--- src/rtl/maria_pkg.sv ---
// Shared Maria video constants: line-buffer entry width, pixels per line,
// pixel address width, and the pixel entry type.
package maria_pkg;

    localparam int PIXW = 5;
    localparam int NPIX = 160;
    localparam int AW   = 8;

    typedef logic [PIXW-1:0] pix_t;

endpackage

--- src/rtl/line_ram_bank.sv ---
// One line-buffer bank: single write port and a registered (1 clk) read port.
module line_ram_bank
    import maria_pkg::*;
#(
    parameter int DEPTH  = NPIX,
    parameter int WIDTH  = PIXW,
    parameter int ADDR_W = AW
) (
    input  logic              clk,
    input  logic              we,
    input  logic [ADDR_W-1:0] waddr,
    input  logic [WIDTH-1:0]  wdata,
    input  logic              re,
    input  logic [ADDR_W-1:0] raddr,
    output logic [WIDTH-1:0]  rdata
);

    logic [WIDTH-1:0] mem [DEPTH];

    always_ff @(posedge clk) begin
        if (we)
            mem[waddr] <= wdata;
        if (re)
            rdata <= mem[raddr];
    end

endmodule

--- src/rtl/line_buffer_scan.sv ---
// Ping-pong line buffer: the back bank takes DMA writes for the next line while
// the front bank is scanned out and cleared behind the read; banks swap on lrc.
module line_buffer_scan
    import maria_pkg::*;
(
    input  logic            clk,
    input  logic            reset,
    input  logic            mclk1,
    input  logic            border,
    input  logic            vblank,
    input  logic            lrc,
    input  logic            wr_en,
    input  logic [AW-1:0]   wr_addr,
    input  logic [PIXW-1:0] wr_data,
    output logic [PIXW-1:0] pix_data,
    output logic            pix_valid,
    output logic [AW-1:0]   pix_x,
    output logic            disp_sel,
    output logic            busy,
    output logic            wr_err
);

    typedef enum logic [1:0] {CLEAR, IDLE, SCAN} state_t;

    state_t        state;
    logic [AW-1:0] x;
    logic [AW-1:0] clr_addr;
    logic          phase;

    logic          scan_tick;
    logic          rd_p0;
    logic          clr_p0;
    logic          swap;
    logic          addr_ok;
    logic          wr_ok;

    logic          rd_p1;
    logic          vld_p1;
    logic          sel_p1;
    logic [AW-1:0] x_p1;

    logic          bank_we    [2];
    logic [AW-1:0] bank_waddr [2];
    pix_t          bank_wdata [2];
    pix_t          bank_q     [2];
    pix_t          q_sel;

    // The IDLE->SCAN tick is itself pixel 0 phase 0, so IDLE reads too.
    assign scan_tick = mclk1 && !border && (state != CLEAR);
    assign rd_p0     = scan_tick && !phase;
    assign clr_p0    = scan_tick && phase;
    assign swap      = mclk1 && lrc && (state != CLEAR);
    assign addr_ok   = (wr_addr < AW'(NPIX));
    assign wr_ok     = wr_en && !busy && addr_ok;
    assign q_sel     = sel_p1 ? bank_q[1] : bank_q[0];

    // Write-port mux per bank: clear sweep, clear-after-read on the front bank,
    // or DMA write on the back bank (pre-swap disp_sel decides which is which).
    always_comb begin
        for (int b = 0; b < 2; b++) begin
            bank_we[b]    = 1'b0;
            bank_waddr[b] = x;
            bank_wdata[b] = '0;
            if (reset) begin
                bank_we[b] = 1'b0;
            end else if (state == CLEAR) begin
                bank_we[b]    = 1'b1;
                bank_waddr[b] = clr_addr;
            end else if (1'(b) == disp_sel) begin
                bank_we[b] = clr_p0;
            end else if (wr_ok) begin
                bank_we[b]    = 1'b1;
                bank_waddr[b] = wr_addr;
                bank_wdata[b] = wr_data;
            end
        end
    end

    for (genvar g = 0; g < 2; g++) begin : g_bank
        line_ram_bank #(
            .DEPTH  (NPIX),
            .WIDTH  (PIXW),
            .ADDR_W (AW)
        ) u_bank (
            .clk   (clk),
            .we    (bank_we[g]),
            .waddr (bank_waddr[g]),
            .wdata (bank_wdata[g]),
            .re    (rd_p0),
            .raddr (x),
            .rdata (bank_q[g])
        );
    end

    always_ff @(posedge clk) begin
        if (reset) begin
            state     <= CLEAR;
            clr_addr  <= '0;
            x         <= '0;
            phase     <= 1'b0;
            disp_sel  <= 1'b0;
            busy      <= 1'b1;
            wr_err    <= 1'b0;
            rd_p1     <= 1'b0;
            vld_p1    <= 1'b0;
            pix_valid <= 1'b0;
            pix_data  <= '0;
            pix_x     <= '0;
        end else begin
            wr_err <= wr_en && !wr_ok;
            if (swap)
                disp_sel <= !disp_sel;

            case (state)
                CLEAR: begin
                    clr_addr <= clr_addr + 1'b1;
                    if (clr_addr == AW'(NPIX - 1)) begin
                        state    <= IDLE;
                        busy     <= 1'b0;
                        clr_addr <= '0;
                    end
                end
                IDLE: begin
                    if (scan_tick) begin
                        state <= SCAN;
                        phase <= 1'b1;
                    end
                end
                SCAN: begin
                    if (mclk1) begin
                        if (border) begin
                            state <= IDLE;
                            x     <= '0;
                            phase <= 1'b0;
                        end else begin
                            phase <= !phase;
                            if (phase && (x != AW'(NPIX - 1)))
                                x <= x + 1'b1;
                        end
                    end
                end
                default: state <= CLEAR;
            endcase

            // p0 -> p1: bank read in flight
            rd_p1  <= rd_p0;
            vld_p1 <= rd_p0 && !vblank;

            // p1 -> output: register the read result, held until the next read lands
            if (rd_p1) begin
                pix_valid <= vld_p1;
                pix_data  <= vld_p1 ? q_sel : '0;
                pix_x     <= x_p1;
            end
        end
    end

    always_ff @(posedge clk) begin
        x_p1   <= x;
        sel_p1 <= disp_sel;
    end

endmodule

--- config.mk ---
export PLATFORM = sky130hd
export DESIGN_NAME = line_buffer_scan
export DESIGN_NICKNAME = d
export VERILOG_FILES = /design/src/rtl/maria_pkg.sv /design/src/rtl/line_ram_bank.sv /design/src/rtl/line_buffer_scan.sv
export SDC_FILE = /design/constraint.sdc
export NUM_CORES = 2
export LEC_CHECK = 0
export CORE_AREA = 2 2 278 485
export CTS_CLUSTER_SIZE = 14
export DETAILED_ROUTE_END_ITERATION = 12
export DIE_AREA = 0 0 280 487
export PLACE_DENSITY = 0.66
export SLEW_MARGIN = 10
export SYNTH_ARGS = -nofsm -noshare
export SYNTH_HDL_FRONTEND = slang
export SYNTH_SLANG_ARGS = --single-unit
--- constraint.sdc ---
create_clock -name clk -period 5.6 [get_ports clk]
set_input_delay 1.12 -clock clk [delete_from_list [all_inputs] [get_ports clk]]
set_output_delay 1.12 -clock clk [all_outputs]
set_load 0.05 [all_outputs]
==> impl_summary.log <==
[metrics] status: completed
[metrics] share of final-layout standard cells stronger than drive strength 1: between 15 and 20%
[metrics] Core Box Area: ~130,000 um2
[metrics] full die area: 136,400 um2
[metrics] height of the chip: around 490 um
[metrics] number of vias after detailed routing: around 33k
[metrics] clock tree from TritonCTS: done
[metrics] cell taking the most area after synthesis: edfxtp_1
[metrics] overall power after layout: 0.02268 W
[metrics] first-pass GRT wire length: around 230 mm
[metrics] wire per inst: slightly below 30 um
[metrics] post-detailed-placement half-perimeter wirelength: 103.1 mm
[metrics] detailed-route wire length: 158.3 mm
[metrics] Area Growth Syn to Fin: 10.06%
[metrics] x dimension of the die: ~280 um
[metrics] final critical-path required period: 4.384 ns
[metrics] leakage power total: about 22 nW
[metrics] post-place setup slack: approximately 0.50 ns
[metrics] clock sink count: approximately 1.7k
[metrics] number of placed instances with taps included: 5,182
[metrics] Max Cap Viol: 0
[metrics] top achievable clock speed: around 230 MHz
[metrics] count of unresolved DRC violations after routing: 0
[metrics] register bit total from synthesis: around 1.7k
[metrics] ranking of synthesized cells by area: edfxtp_1, mux4_2, mux2i_1, nor2_1, dfxtp_1
[metrics] starting utilization of the core area: approximately 50%
[metrics] H-tree level count: 4
[metrics] Bufs on Longest Clock Path: 3
[metrics] power density over the cells: approximately 310 nW/um2
[metrics] IO buf count: 36
[metrics] clock latency of the later-clocked register in the worst-skew pair: ~0.8 ns
[metrics] via-per-instance ratio: about 6.2
[metrics] maximum fanout count along the critical path: 12
[metrics] largest net degree at the start of global routing: around 160
[metrics] standard-cell row count: about 180
[metrics] setup fix buffers added after clock tree synthesis: 0
[metrics] Tightest Hold Check Type: flop to flop
[metrics] kind of critical path: input pin to flop
[metrics] Setup violations, final: 0
[metrics] accumulated negative setup slack: 0 ns
[metrics] area used by multi-input combinational logic: roughly 15,000 um2
[metrics] initial antenna violation count: 1
[metrics] remaining antenna violation count after routing: 0
[metrics] max_slew headroom: 8.275%
[metrics] number of gates resized after CTS: 0
[metrics] Worst Setup Start Kind: input pin
[metrics] Req. time, crit path: roughly 6.0 ns
[metrics] Layout Cells excl Fill: 5,401
[metrics] first-iteration detailed-routing DRC count: around 2.8k
[metrics] number of buffers created by CTS: 141
[metrics] filler cell count: 10.12k
[metrics] period utilisation layout: between 70 and 80%
[metrics] clock tree root driver cell: clkbuf_16
[metrics] number of global-route vias before repair: 34.51k
[metrics] CTS clock-pin slew for the worst setup and hold paths: about 0.060 ns
[metrics] top cell type's share of synthesized area: 73.49%
[metrics] number of top-level pins: 37
[metrics] most used flip-flop cell after synthesis: edfxtp_1
[metrics] endpoints failing hold: 0
[metrics] kind of end point of the critical path: flop
[metrics] Max Slew Vio Count: 0
[metrics] Slew @ Worst Pin: 1.372 ns
[metrics] fraction of registers with async set/reset: 0%
[metrics] number of synthesized flops with an enable pin: roughly 1.6k
[metrics] Total GRT Usage: a little under a quarter
[metrics] mean area per synthesized cell: 18.49 um2
[metrics] largest clock skew in the final design: about 0.024 ns
[metrics] peak supply drop: around 0.00028 V
[metrics] Ys Warns: 0
[metrics] number of instances in the synthesized netlist: 3,558
[metrics] count of unique library cells instantiated by Yosys: 75
[metrics] sequential-to-total area share from yosys stat: approximately 75%
[metrics] Worst EP arrival: 4.78 ns
[metrics] gp weighted congestion: 0.8941
[metrics] Post-Syn Area: between 60,000 and 70,000 um2
[metrics] setup repair after global routing missed its margin: no
[metrics] total overflow reported by the global router: 0
[metrics] drt first pass iters: 8
[metrics] sequential cell area: approximately 50,000 um2
[metrics] fin worst setup slack: roughly 1.2 ns
[metrics] number of buffers inserted by hold repair at cts: 0
[metrics] Net Count, Synth: about 3.6k
[metrics] Final #Nets: 3,647
## cells by family after synthesis
kind of cell / after synthesis / share of synthesized area [%]
DFF: 1657 / 74.92
and+or+nand+nor: 634 / 4.412
muxes: 596 / 14.30
AOI/OAI and AO/OA: 428 / 4.456
buffers and inverters: 228 / 1.696
xor gates and xnor gates: 13 / 0.1731
adders and majority gates: 2 / 0.03803
## cells in the mapped netlist (4+ instances only)
cell,count
a31oi_1,4
mux2i_1,300
clkbuf_1,103
nor2b_1,12
a22oi_1,44
o311ai_0,7
mux4_2,273
nor2_1,356
buf_2,52
mux2_2,23
nor3b_1,5
edfxtp_1,1610
buf_4,34
xor2_1,10
buf_6,9
dfxtp_1,47
nor4b_1,8
o221ai_1,18
nand3_1,45
a2111oi_0,26
nand2b_1,6
o211ai_1,4
a21oi_1,59
a32o_1,6
nand4_1,43
a22o_1,17
a211oi_1,36
or3_1,9
nand3b_1,5
o22ai_1,104
and3_1,4
nor4_1,12
and2_1,20
buf_1,21
nor3_1,32
nand2_1,62
inv_1,7
o21ai_0,67
## registers in the layout, indices dropped and copies added, names as in the netlist
name	cells
busy	1
clr_addr	8
disp_sel	1
g_bank.u_bank.mem	1600
g_bank.u_bank.rdata	10
phase	1
pix_data	5
pix_valid	1
pix_x	8
rd_p1	1
sel_p1	1
state	2
vld_p1	1
wr_err	1
x	8
x_p1	8
## critical path, stage by stage
cell	delay [ns]
clkdlybuf4s50_1	0.55
o21a_1	0.34
nor4_4	0.59
a22oi_2	0.26
a22oi_1	0.49
buf_4	0.21
nand4_1	0.58
nor2_1	0.63
## cells in the final DEF, fill, tap and decap left out, types with 12 or more instances in the layout
master | synthesis | final
clkdlybuf4s50_1 | 0 | 35
nor4_1 | 12 | 12
mux4_2 | 273 | 273
a2111oi_0 | 26 | 25
nand2_1 | 62 | 62
edfxtp_1 | 1610 | 1610
a21oi_1 | 59 | 59
mux2i_1 | 300 | 300
a22oi_1 | 44 | 44
nand4_1 | 43 | 43
o22ai_1 | 104 | 104
nor2_1 | 356 | 355
a22o_1 | 17 | 17
buf_12 | 0 | 19
buf_4 | 34 | 88
o21ai_0 | 67 | 67
clkbuf_1 | 103 | 45
o221ai_1 | 18 | 18
mux2_2 | 23 | 23
clkbuf_16 | 0 | 145
nand3_1 | 45 | 44
dfxtp_1 | 47 | 42
a211oi_1 | 36 | 36
clkinv_1 | 1 | 13
nor3_1 | 32 | 32
## final cells by class
| class | instances | area share [%] |
|---|---|---|
| diodes | 1 | 0.003456 |
| clock buffers | 191 | 5.252 |
| clock inverters | 27 | 0.3923 |
| inverters | 9 | 0.04666 |
| multi-input cells | 1673 | 21.34 |
| flip-flops and latches | 1657 | 68.10 |
| well taps | 1700 | 2.938 |
| repair buffers | 143 | 1.929 |
## metal layers
metal / GRT usage, % / wire [um]
met1: 27.34 / 56700
met2: 41.94 / 84070
met3: 3.756 / 9689
met4: 10.90 / 7827
met5: 0 / 0
## worst paths after layout
kind,startpoint,to,slack [ns],depth (start not counted)
max,wr_addr[6],g_bank[1].u_bank.mem[119][2]$_DFFE_PP_,1.22,8
min,x_p1[7]$_DFF_P_,pix_x[7]$_SDFFE_PP0P_,0.47,2
max reg2reg,x[0]$_SDFFE_PP0P_,g_bank[0].u_bank.rdata[4]$_DFFE_PP_,1.38,7
min reg2reg,x_p1[7]$_DFF_P_,pix_x[7]$_SDFFE_PP0P_,0.47,2
## power breakdown
part	leakage, nW	total (W)	internal (W)	switching (W)
Clock	1.98	0.00908	0.00485	0.00423
Combinational	4.31	0.000199	0.0000564	0.000143
Sequential	16.1	0.0134	0.0134	0.00000800
Total	22.4	0.0227	0.0183	0.00438
## per-stage QoR
stage	util (%)	cell area, um2	hold WS [ns]
global placement	51.50	68310	0.4468
global route	54.58	72400	0.5062
detailed placement	51.50	68310	0.4551
finish	54.58	72400	0.4722
CTS	54.58	72400	0.4693
floorplan	-	65790	0.3290
Power figures use the tool's default switching activity.
